[config.mk]
export PLATFORM = sky130hd
export DESIGN_NAME = ddram_arbiter
export DESIGN_NICKNAME = d
export VERILOG_FILES = /design/src/rtl/ddram_arbiter.sv
export SDC_FILE = /design/constraint.sdc
export NUM_CORES = 1
export LEC_CHECK = 0
export CAP_MARGIN = 20
export CELL_PAD_IN_SITES_DETAIL_PLACEMENT = 0
export CELL_PAD_IN_SITES_GLOBAL_PLACEMENT = 1
export CORE_MARGIN = 8
export CORE_UTILIZATION = 33
export CTS_BUF_LIST = sky130_fd_sc_hd__clkbuf_16
export DETAILED_ROUTE_END_ITERATION = 8
export PLACE_DENSITY = 0.83
export SYNTH_ARGS = -nofsm -noshare
export SYNTH_HDL_FRONTEND = slang
export SYNTH_SLANG_ARGS = --single-unit
[constraint.sdc]
create_clock -name clk_sys -period 6.6 [get_ports clk_sys]
set_input_delay 1.32 -clock clk_sys [delete_from_list [all_inputs] [get_ports clk_sys]]
set_output_delay 1.32 -clock clk_sys [all_outputs]
set_load 0.02 [all_outputs]
[src/rtl/ddram_arbiter.sv]
// DDRAM arbiter: three requesters share a single-beat Avalon-MM DDRAM port.
// The download write port has fixed top priority. The CPU and video read
// ports alternate round-robin. At most one command is in flight at a time.
//
// Ports
//   clk_sys, reset_n           clock, asynchronous active-low reset
//   wr_req/addr/data, wr_ack   download halfword write port (byte address)
//   cpu_req/addr, cpu_data/ack 68k read port (64-bit word offset)
//   vid_req/addr, vid_data/ack video read port (64-bit word offset)
//   ddram_*                    Avalon-MM master (busy = waitrequest)
//   err_timeout                sticky flag, a read was forcibly completed
module ddram_arbiter #(
  parameter logic [28:0] DDR_BASE    = 29'h0600000,
  parameter int unsigned TIMEOUT_CYC = 1023
) (
  input  logic        clk_sys,
  input  logic        reset_n,
  input  logic        wr_req,
  input  logic [26:0] wr_addr,
  input  logic [15:0] wr_data,
  output logic        wr_ack,
  input  logic        cpu_req,
  input  logic [25:0] cpu_addr,
  output logic [63:0] cpu_data,
  output logic        cpu_ack,
  input  logic        vid_req,
  input  logic [25:0] vid_addr,
  output logic [63:0] vid_data,
  output logic        vid_ack,
  output logic [28:0] ddram_addr,
  output logic [7:0]  ddram_burstcnt,
  output logic        ddram_rd,
  output logic        ddram_we,
  output logic [63:0] ddram_din,
  output logic [7:0]  ddram_be,
  input  logic        ddram_busy,
  input  logic [63:0] ddram_dout,
  input  logic        ddram_dout_ready,
  output logic        err_timeout
);

  localparam int unsigned CntW = $clog2(TIMEOUT_CYC + 1);
  localparam logic [CntW-1:0] CntLast = CntW'(TIMEOUT_CYC - 1);

  typedef enum logic [2:0] {StIdle, StWrIssue, StRdIssue, StRdWait, StDone} state_e;
  typedef enum logic [1:0] {GntWr, GntCpu, GntVid} gnt_e;

  state_e         state_q, state_d;
  gnt_e           gnt_q, gnt_sel;
  logic           any_req;
  logic           last_vid_q;   // 1: video was the last read port served
  logic [CntW-1:0] cnt_q;
  logic [28:0]    addr_q;
  logic [63:0]    din_q;
  logic [7:0]     be_q;
  logic [63:0]    cpu_data_q, vid_data_q;
  logic           err_q;
  logic           rd_done, rd_timeout;

  // Byte-address bit 0 has no meaning for a halfword write.
  logic unused_wr_addr0;
  assign unused_wr_addr0 = wr_addr[0];

  // Requester selection, only acted upon in StIdle.
  always_comb begin
    any_req = wr_req | cpu_req | vid_req;
    gnt_sel = GntWr;
    if (wr_req) begin
      gnt_sel = GntWr;
    end else if (cpu_req && (!vid_req || last_vid_q)) begin
      gnt_sel = GntCpu;
    end else if (vid_req) begin
      gnt_sel = GntVid;
    end
  end

  // Data return wins over a timeout landing on the same edge.
  assign rd_done    = (state_q == StRdWait) && ddram_dout_ready;
  assign rd_timeout = (state_q == StRdWait) && !ddram_dout_ready && (cnt_q == CntLast);

  // State register.
  always_ff @(posedge clk_sys or negedge reset_n) begin
    if (!reset_n) begin
      state_q <= StIdle;
    end else begin
      state_q <= state_d;
    end
  end

  // Next-state logic.
  always_comb begin
    state_d = state_q;
    unique case (state_q)
      StIdle: begin
        if (any_req) state_d = (gnt_sel == GntWr) ? StWrIssue : StRdIssue;
      end
      StWrIssue: if (!ddram_busy) state_d = StDone;
      StRdIssue: if (!ddram_busy) state_d = StRdWait;
      StRdWait:  if (rd_done || rd_timeout) state_d = StDone;
      StDone:    state_d = StIdle;
      default:   state_d = StIdle;
    endcase
  end

  // Outputs decoded from state; all are low while in reset.
  always_comb begin
    ddram_rd       = (state_q == StRdIssue);
    ddram_we       = (state_q == StWrIssue);
    wr_ack         = (state_q == StDone) && (gnt_q == GntWr);
    cpu_ack        = (state_q == StDone) && (gnt_q == GntCpu);
    vid_ack        = (state_q == StDone) && (gnt_q == GntVid);
    ddram_burstcnt = 8'd1;
    ddram_addr     = addr_q;
    ddram_din      = din_q;
    ddram_be       = be_q;
    cpu_data       = cpu_data_q;
    vid_data       = vid_data_q;
    err_timeout    = err_q;
  end

  // Grant latch and command datapath; held stable through the issue phase.
  always_ff @(posedge clk_sys or negedge reset_n) begin
    if (!reset_n) begin
      gnt_q      <= GntWr;
      last_vid_q <= 1'b1;
      addr_q     <= '0;
      din_q      <= '0;
      be_q       <= '0;
    end else if (state_q == StIdle && any_req) begin
      gnt_q <= gnt_sel;
      unique case (gnt_sel)
        GntWr: begin
          addr_q <= DDR_BASE + {5'd0, wr_addr[26:3]};
          be_q   <= 8'b11 << {wr_addr[2:1], 1'b0};
          din_q  <= {4{wr_data}};
        end
        GntCpu: begin
          last_vid_q <= 1'b0;
          addr_q     <= DDR_BASE + {3'd0, cpu_addr};
          be_q       <= 8'hFF;
          din_q      <= '0;
        end
        GntVid: begin
          last_vid_q <= 1'b1;
          addr_q     <= DDR_BASE + {3'd0, vid_addr};
          be_q       <= 8'hFF;
          din_q      <= '0;
        end
        default: ;
      endcase
    end
  end

  // Read wait timer: zero on entry to StRdWait, counts each waiting cycle.
  always_ff @(posedge clk_sys or negedge reset_n) begin
    if (!reset_n) begin
      cnt_q <= '0;
    end else if (state_q == StRdWait) begin
      cnt_q <= cnt_q + CntW'(1);
    end else begin
      cnt_q <= '0;
    end
  end

  // Returned data per port, and the sticky timeout flag.
  always_ff @(posedge clk_sys or negedge reset_n) begin
    if (!reset_n) begin
      cpu_data_q <= '0;
      vid_data_q <= '0;
      err_q      <= 1'b0;
    end else if (rd_done || rd_timeout) begin
      if (gnt_q == GntCpu) cpu_data_q <= rd_done ? ddram_dout : 64'd0;
      if (gnt_q == GntVid) vid_data_q <= rd_done ? ddram_dout : 64'd0;
      if (rd_timeout) err_q <= 1'b1;
    end
  end

endmodule

# ---- Yosys cells after proc, flatten, opt, wreduce, memory -nomap -nowiden
# Cells that the tools add are included.
dict set report totals {
  regBits 246
  latchBits 0
  ram_bits 0
  rom_bits 0
  input_bits 166
  out_inout_bits 243
  word_cells 71
  mem_count 0
}
dict set report op_classes {
  addsub 4
  n_mul 0
  n_div 0
  order_cmp 0
  eq_ne 13
  n_shift 1
  muxes 15
  bitwise 2
  reduce_logical 26
}
# cell count
set op_table {}
lappend op_table {{$pmux W64 S2} 1}
lappend op_table {{$pmux W29 S3} 1}
lappend op_table {{$mux W64} 1}
lappend op_table {{$add A23 B26 Y27 const A} 2}
lappend op_table {{$add A23 B24 Y25 const A} 1}
lappend op_table {{$pmux W8 S2} 1}
lappend op_table {{$mux W3} 4}
lappend op_table {{$pmux W3 S4} 1}
lappend op_table {{$reduce_and A2 Y1} 6}
lappend op_table {{$add A10 B1 Y10 const B} 1}
lappend op_table {{$eq A10 B10 Y1 const B} 1}
lappend op_table {{$mux W10} 1}
lappend op_table {{$logic_and A1 B1 Y1} 8}
lappend op_table {{$mux W2} 4}
lappend op_table {{$shl A2 B3 Y8 const A} 1}
lappend op_table {{$eq A3 B2 Y1 const B} 2}
lappend op_table {{$ne A2 B2 Y1 const B} 3}
lappend op_table {{$eq A2 B1 Y1 const B} 2}
lappend op_table {{$eq A2 B2 Y1 const B} 2}
lappend op_table {{$logic_not A2 Y1} 2}
lappend op_table {{$reduce_and A4 Y1} 1}
lappend op_table {{$reduce_bool A2 Y1} 2}
lappend op_table {{$eq A3 B1 Y1 const B} 1}
lappend op_table {{$eq A3 B3 Y1 const B} 1}
lappend op_table {{other kinds (8)} 11}

# ---- Depth between registers and ports, before layout
# Gate-level depths: netlist of run 1.
dict set report depth {
  word_depth 9
  depth_mapped 10
  mapped_depth_nobuf 8
}

# ---- Worst setup path after synthesis of run 1
# No wires, ideal clock.
dict set report synth_timing {
  path_kind {input-to-reg}
  start {input port vid_req}
  end {register addr_q[17], in the netlist ddram_addr[17]}
  setup_ns 0.083
  arrival_ns 2.986
  required_time_ns 6.517
  setup_slack_ns 3.532
  stages 9
  path_buffers 3
  path_cell_list {inv_1 a211oi_1 inv_1 ha_1 clkbuf_1 clkbuf_1 clkbuf_1 o21ai_0 o21ai_0}
}
dict set report synth_via {
  elab_chain_cells 8
  word_cells_on_any_way 14
  classes_between {eq/ne: 2; mux: 4; bitwise: 1; reduce/logical: 7}
}
# item line_no
set synth_rtl {}
lappend synth_rtl {{start: declaration} 26} ;# input logic vid_req,
lappend synth_rtl {{$logic_not A1 Y1} 70} ;# end else if (cpu_req && (!vid_req || last_vid_q)) begin
lappend synth_rtl {{$logic_or A1 B1 Y1} 70}
lappend synth_rtl {{$logic_and A1 B1 Y1} 70}
lappend synth_rtl {{$mux W2 (*)} 70}
lappend synth_rtl {{$mux W2 (*)} 68} ;# if (wr_req) begin
lappend synth_rtl {{net gnt_sel[1]} 49} ;# gnt_e gnt_q, gnt_sel;
lappend synth_rtl {{$eq A2 B2 Y1 (tied with other cells)} 131} ;# unique case (gnt_sel)
lappend synth_rtl {{$reduce_bool A3 Y1 (no line)} -}
lappend synth_rtl {{$reduce_and A2 Y1 (no line)} -}
lappend synth_rtl {{end signal: assignment} 133} ;# addr_q <= DDR_BASE + {5'd0, wr_addr[26:3]};
lappend synth_rtl {{end signal: assignment} 139} ;# addr_q <= DDR_BASE + {3'd0, cpu_addr};
lappend synth_rtl {{end signal: assignment} 145} ;# addr_q <= DDR_BASE + {3'd0, vid_addr};
lappend synth_rtl {{end: declaration} 53} ;# logic [28:0] addr_q;
# Mark *: on every way through the listed nets, which the timed path passes. The rest lies on a longest branch. The select of a mux whose other input is x is not followed.
# A chain may end at the register's enable or synchronous reset.

# ---- Worst setup path after layout of run 1
dict set report layout_timing {
  start {input port vid_req}
  end {register addr_q[24], in the netlist ddram_addr[24]}
}
# Same word-level chain as after synthesis.

==> run summary, run 1 <==
Status -> finished, final reports clean
Slew HR -> 0.298
Fin crit share -> 0.542
Fillers -> 2239
Post-Synth XOR/XNOR Area -> 0.0135
Drt initial violations -> 595
DPL Wire Length -> 21.0 mm
Final-report hold violation count -> 0
Crit path largest cell delay -> 480 ps
Grt total ovfl -> 0
Worst Skew -> 13.6 ps
Leak Pwr -> 5.29 nW
Hold_buf cts -> 0
Max FO, Critical Path -> 70
DR WL/cell -> 21.0 um
Routability Congestion -> 0.799
CP Capture Type -> register
Post-route core utilization -> 0.509
Arrival time at the worst endpoint -> 3920 ps
# Max-Cap Violations -> 0
GR Util met3 -> 0.0681
Post-synth EDFFs -> 0
Crit Path Class -> in -> reg
Post-synthesis compound-gate area fraction -> 0.231
P&R area growth vs syn -> 51.8%
CTS tree -> yes
Final TNS setup -> 0 ps
Main combinational cell family by area after synthesis -> compound AO/OA/AOI/OAI gates
GRT busiest layer -> met2
Reg area -> 4810 um^2
RSZ-0062 raised after global routing -> false
Number of diodes -> 0
Post-layout min period -> 3580 ps
CP Cell Sequence -> clkdlybuf4s50_1 > inv_1 > a211oi_1 > inv_1 > ha_2 > buf_4 > o21ai_0 > nor2_1 > a221o_1
Post-synthesis cell count -> 737
Reg clk slew, reported paths -> 80 ps
Post-DP Area -> 12200 um^2
Final net count -> 1216
Synth Area in Adders -> 0.0104
Root Driver -> clkbuf_16
Fmax -> 280 MHz
Placeable Area -> 25200 um^2
Pre-antenna DRT Iters -> 6
Largest net degree at the start of global routing -> 101
H-tree levels -> 4
Vias in the first global route -> 7488
CP required -> 6950 ps
Fin cells -> 1385
Fin area -> 12800 um^2
Register area share after synthesis -> 0.569
Yosys reg bits -> 192
Family with the most delay on the worst path -> buffers and inverters
Synth warn -> 0
PwrDens -> 447 nW/um^2
Worst Hold Class -> reg -> reg
Clock Path Buffers -> 2
Number of library cell types mapped by synthesis -> 44
Die ar. -> 31000 um^2
Detailed-route DRC error count -> 0
Post-synthesis mux area share -> 0.00770
Initial antenna violation count -> 0
Post-CTS sizing -> 0
# clock sinks -> 192
M2 GR Usage -> 0.304
Global-route usage over all layers -> 0.182
Post-CTS setup buffer count -> 0
Worst-margin pin slew -> 1050 ps
Via density -> 5.19
First-pass GRT wire length -> 44.5 mm
Max-slew violation count -> 0
IO buf count -> 397
Final WL -> 29.1 mm
Worst Setup Start Kind -> input pin
Die width -> 176 um
Setup slack at placement -> 2610 ps
Final worst slack -> 3020 ps
Max stage delay cell, worst path -> clkdlybuf4s50_1
Clk_lat worst skew -> 420 ps
Detail Route Antenna Nets -> 0
Area occupied by multi-input gates -> 2910 um^2
Starting density of the core -> 0.335
Ratio of cells with drive above 1 in the final layout -> 0.0521
Simple-gate share of the synthesized area -> 0.0754
Post-synthesis average cell area -> 11.5 um^2
Final Setup Violations -> 0
Via count -> 7182
Buffers & Inverters on Critical Path -> 4
Post-synth ARST share -> 1.00
Syn Std Cell Area -> 8440 um^2
Met1 track demand over resource -> 0.222
IO Pins -> 409
Dpl cells -> 1354
CTS Buf Count -> 17
Worst VDD drop -> 0.260 mV
Crit-path most repeated cell -> inv_1
DIE HEIGHT -> 176 um
# rows -> 58
Ys flop type -> dfrtp_1
[cells in the final DEF, fill, tap and decap left out, types with 3 or more instances in the layout]
master | Yosys | layout
clkinv_8 | 0 | 6
nand2b_1 | 19 | 19
a22oi_1 | 21 | 21
xnor2_1 | 4 | 4
ha_1 | 7 | 6
or3_1 | 3 | 3
a21oi_1 | 6 | 6
clkdlybuf4s50_1 | 0 | 395
inv_1 | 13 | 13
buf_4 | 62 | 10
dfrtp_1 | 191 | 191
nand2_1 | 74 | 72
nor2_1 | 19 | 17
nor2_4 | 1 | 3
conb_1 | 2 | 10
and4_1 | 3 | 3
nand3_1 | 6 | 6
xor2_1 | 9 | 9
mux2_2 | 4 | 4
clkbuf_16 | 0 | 17
inv_6 | 0 | 5
a32o_1 | 129 | 129
o21ai_0 | 70 | 70
nor3_1 | 4 | 4
[worst register-to-register path: cells and delay by family (launching register included)]
| kind | cells | cell delay [ps] |
|---|---|---|
| flops | 1 | 530 |
| simple gates | 3 | 830 |
| compound gates | 1 | 400 |
| buf+inv | 2 | 960 |
[state kept, by name (all words and copies together) (netlist names)]
| name | count |
|---|---|
| state_q | 3 |
| err_timeout | 1 |
| cnt_q | 10 |
| vid_data | 64 |
| last_vid_q | 1 |
| ddram_be | 4 |
| cpu_data | 64 |
| ddram_addr | 27 |
| ddram_din | 16 |
| gnt_q | 2 |
[metal layers]
metal  wire, um  share of wire
met5          0              0
met4        244         0.0084
met3       2740          0.094
met2      14100           0.48
met1      12100           0.41
[metrics by stage]
stage               total power, mW  hold slack (ps)
floorplan                      3.43              468
global placement               4.72              461
detailed placement             4.76              459
CTS                            5.81              482
global route                   6.05              501
finish                         5.73              479
[path summary, 6_finish.rpt]
check	from	to	slack, ps	cells past startpoint
min in group asynchronous	reset_n	vid_data[21]	890	1
max	vid_req	ddram_addr[24]	3020	9
max reg2reg	state_q[1]	cpu_data[38]	3760	6
min	err_timeout	err_timeout	480	1
min reg2reg	err_timeout	err_timeout	480	1
max in group asynchronous	reset_n	ddram_din[57]	4350	2
[cell families after synthesis]
kind of cell	after synthesis
xor+xnor	13
simple gates	137
other cells	2
mux	6
flops	192
buf+inv	140
compound gates	240
fa+ha+maj	7
[layout make-up]
| class | instances | share of cell area |
|---|---|---|
| sequential | 192 | 0.375 |
| timing repair buffer | 406 | 0.315 |
| inverter | 13 | 0.00381 |
| multi-input combinational | 413 | 0.227 |
| clock buffer | 17 | 0.0332 |
| tap | 330 | 0.0322 |
| clock inverter | 14 | 0.0133 |
[where the power goes]
| part | switching [mW] | internal [mW] | total [mW] |
|---|---|---|---|
| sequential | 0.299 | 1.61 | 1.91 |
| combinational | 1.44 | 1.35 | 2.79 |
| clock | 0.516 | 0.511 | 1.03 |
[cell usage after synthesis (2+ instances only)]
master | count | area, um^2
nand2_1 | 74 | 278
nor2_1 | 19 | 71.3
buf_6 | 2 | 22.5
o221ai_1 | 2 | 17.5
ha_1 | 7 | 87.6
dfrtp_1 | 191 | 4780
a22oi_1 | 21 | 158
a211oi_1 | 2 | 15.0
buf_4 | 62 | 465
xor2_1 | 9 | 78.8
nor3_1 | 4 | 20.0
nand3_1 | 6 | 30.0
clkbuf_1 | 53 | 199
a21oi_1 | 6 | 30.0
buf_1 | 7 | 26.3
a32o_1 | 129 | 1290
or3_1 | 3 | 18.8
mux2i_1 | 2 | 20.0
nor2b_1 | 2 | 12.5
buf_2 | 3 | 15.0
xnor2_1 | 4 | 35.0
and4_1 | 3 | 26.3
o21ai_0 | 70 | 350
inv_1 | 13 | 48.8
a221o_1 | 2 | 20.0
mux2_2 | 4 | 45.0
nand2b_1 | 19 | 119
conb_1 | 2 | 7.51
Note: power is estimated with default switching activity, not from simulation.
==> run 2, diff against run 1 <==
--- a/config.mk
+++ b/config.mk
@@ -9,10 +9,10 @@
 export CELL_PAD_IN_SITES_DETAIL_PLACEMENT = 0
 export CELL_PAD_IN_SITES_GLOBAL_PLACEMENT = 1
 export CORE_MARGIN = 8
-export CORE_UTILIZATION = 33
+export CORE_UTILIZATION = 28
 export CTS_BUF_LIST = sky130_fd_sc_hd__clkbuf_16
 export DETAILED_ROUTE_END_ITERATION = 8
-export PLACE_DENSITY = 0.83
+export PLACE_DENSITY = 0.75
 export SYNTH_ARGS = -nofsm -noshare
 export SYNTH_HDL_FRONTEND = slang
 export SYNTH_SLANG_ARGS = --single-unit
==> constraint.sdc (replaced) <==
create_clock -name clk_sys -period 3 [get_ports clk_sys]
set_input_delay 0.6 -clock clk_sys [delete_from_list [all_inputs] [get_ports clk_sys]]
set_output_delay 0.6 -clock clk_sys [all_outputs]
set_load 0.02 [all_outputs]
==> run 2 against run 1 <==
Global-route usage down 2.5 points; clock power up 130%; core utilization down 6.5 points; critical path type is now reg -> out; register-to-register slack worse by 2900 ps.
==> run summary, run 2 (synthesized netlist as in run 1, its figures left out) <==
CP Capture Type -> primary output (was register)
Via density -> 4.89 (was 5.19)
Combinational power share -> 0.485 (was 0.487)
H-tree levels -> 4 (unchanged)
Switch Pwr -> 4.97 mW (was 2.25 mW)
Global-route usage over all layers -> 0.157 (was 0.182)
Clk_lat worst skew -> 420 ps (about the same)
# Max-Cap Violations -> 0 (unchanged)
Crit path largest cell delay -> 700 ps (was 480 ps)
Fmax -> 388 MHz
CTS Buf Count -> 17 (unchanged)
First-pass GRT wire length -> 45.1 mm (was 44.5 mm)
DIE HEIGHT -> 190 um (was 176 um)
Detail Route Antenna Nets -> 0 (unchanged)
Post-layout min period -> 2580 ps
IO Pins -> 409 (unchanged)
PwrDens -> 973 nW/um^2 (was 447 nW/um^2)
Hold_buf cts -> 0 (unchanged)
Die ar. -> 36000 um^2 (was 31000 um^2)
Final Setup Violations -> 0 (unchanged)
Initial antenna violation count -> 0 (unchanged)
Commonest cells after routing, fill and taps aside -> clkdlybuf4s50_1 (395), dfrtp_1 (191), a32o_1 (129) (unchanged)
Crit-path most repeated cell -> nor2_1 (was inv_1)
# clock sinks -> 192 (unchanged)
Crit Path Class -> reg -> out (was in -> reg)
RSZ-0062 raised after global routing -> false (unchanged)
Post-route core utilization -> 0.444 (was 0.509)
Fin crit share -> 0.859
Via count -> 7118 (was 7182)
CTS tree -> yes (unchanged)
Area occupied by multi-input gates -> 2910 um^2 (unchanged)
Final worst slack -> 423 ps (was 3020 ps)
Pre-antenna DRT Iters -> 4 (was 6)
Routability Congestion -> 0.743 (was 0.799)
CP required -> 2400 ps (was 6950 ps)
Drt initial violations -> 356 (was 595)
Final-report hold violation count -> 0 (unchanged)
Flop pwr share -> 0.327 (was 0.334)
CP Depth -> 4 (was 9)
DPL Wire Length -> 21.3 mm (was 21.0 mm)
Starting density of the core -> 0.285 (was 0.335)
Placeable Area -> 29600 um^2 (was 25200 um^2)
Largest net degree at the start of global routing -> 105 (was 101)
Root Driver -> clkbuf_16 (unchanged)
IO buf count -> 397 (unchanged)
Post-CTS setup buffer count -> 0 (unchanged)
Sw frac -> 0.388 (was 0.393)
DR WL/cell -> 19.9 um (was 21.0 um)
P&R area growth vs syn -> 55.9% (was 51.8%)
Reg clk slew, reported paths -> 80 ps (about the same)
Ratio of cells with drive above 1 in the final layout -> 0.0628 (was 0.0521)
Worst VDD drop -> 0.446 mV (was 0.260 mV)
Clock Path Buffers -> 2 (unchanged)
Max FO, Critical Path -> 10 (was 70)
Depth of the most critical reg-to-reg path -> 6 (unchanged)
Status -> finished, final reports clean (unchanged)
Arrival time at the worst endpoint -> 1980 ps (was 3920 ps)
Family with the most delay on the worst path -> buffers and inverters (unchanged)
Slew HR -> 0.506 (was 0.298)
Clk network pwr share -> 0.188 (was 0.179)
Reg area -> 4810 um^2 (unchanged)
Die width -> 190 um (was 176 um)
Detailed-route DRC error count -> 0 (unchanged)
Number of diodes -> 0 (unchanged)
Setup slack at placement -> 61.3 ps (was 2610 ps)
Worst-margin pin slew -> 741 ps (was 1050 ps)
Final TNS setup -> 0 ps (unchanged)
Worst Setup Start Kind -> register (was input pin)
Worst Hold Class -> in -> async (was reg -> reg)
Buffers & Inverters on Critical Path -> 1 (was 4)
CP Cell Sequence -> nor2_1 > nand2_1 > nor2_1 > clkdlybuf4s50_1 (was clkdlybuf4s50_1 > inv_1 > a211oi_1 > inv_1 > ha_2 > buf_4 > o21ai_0 > nor2_1 > a221o_1)
Worst Skew -> 15.1 ps (was 13.6 ps)
# rows -> 63 (was 58)
Max stage delay cell, worst path -> clkdlybuf4s50_1 (unchanged)
Fillers -> 2819 (was 2239)
Post-CTS sizing -> 0 (unchanged)
Grt total ovfl -> 0 (unchanged)
Total power -> 12.8 mW (was 5.73 mW)
Leak Pwr -> 5.41 nW (was 5.29 nW)
Final WL -> 29.0 mm (was 29.1 mm)
Most common cell after layout, fill and taps aside -> clkdlybuf4s50_1 (unchanged)
Max-slew violation count -> 0 (unchanged)
Internal -> 7.84 mW (was 3.48 mW)
Vias in the first global route -> 7570 (was 7488)
Final net count -> 1227 (was 1216)
run 2: through the flow:
stage	hold WS (ps)	cell area (um^2)	std cells
floorplan	304	8470	745
global placement	458	12500	1425
detailed placement	461	12500	1425
CTS	168	13200	1457
global route	183	13200	1457
finish	158	13200	1457
run 2: area by class of cell:
| cell class | count | area share |
|---|---|---|
| clock inverter | 15 | 0.0165 |
| sequential | 192 | 0.365 |
| inverter | 13 | 0.00371 |
| timing repair buffer | 417 | 0.324 |
| clock buffer | 17 | 0.0323 |
| multi-input combinational | 413 | 0.221 |
| tap | 390 | 0.0371 |
run 2: metal layers:
| layer | vias to the layer above | GRT usage | wire length, um |
|---|---|---|---|
| li1 | 3302 | - | - |
| met1 | 3464 | 0.182 | 11500 |
| met2 | 325 | 0.260 | 13800 |
| met3 | 27 | 0.0688 | 3030 |
| met4 | 0 | 0.0466 | 631 |
| met5 | - | 0 | 0 |
run 2: final timing paths:
kind | slack, ps | start | to
setup / recovery | 420 | state_q[1] | vid_ack
hold / removal | 160 | reset_n | cpu_data[17]
setup reg to reg | 830 | last_vid_q | ddram_addr[22]
hold reg to reg | 480 | err_timeout | err_timeout
max in group asynchronous | 2020 | reset_n | vid_data[7]
min in group clk_sys | 480 | err_timeout | err_timeout
run 2: power by group through the flow:
| stage | registers, mW | clock network [mW] | logic, mW |
|---|---|---|---|
| 4_1_cts | 4.20 | 2.50 | 6.30 |
| 2_1_floorplan | 5.28 | 0 | 2.28 |
| 5_1_grt | 4.34 | 2.62 | 6.61 |
| 3_5_place_dp | 4.24 | 0 | 6.29 |
| 3_3_place_gp | 4.21 | 0 | 6.25 |
| 6_report | 4.19 | 2.41 | 6.21 |
run 2: worst reg2reg max path, stage by stage, from the launching register on:
cell and delay [ps]:
dfstp_2 550, o211a_1 200, ha_1 650, nand2b_1 160, o221ai_1 230, o21ai_0 120, o21ai_0 170
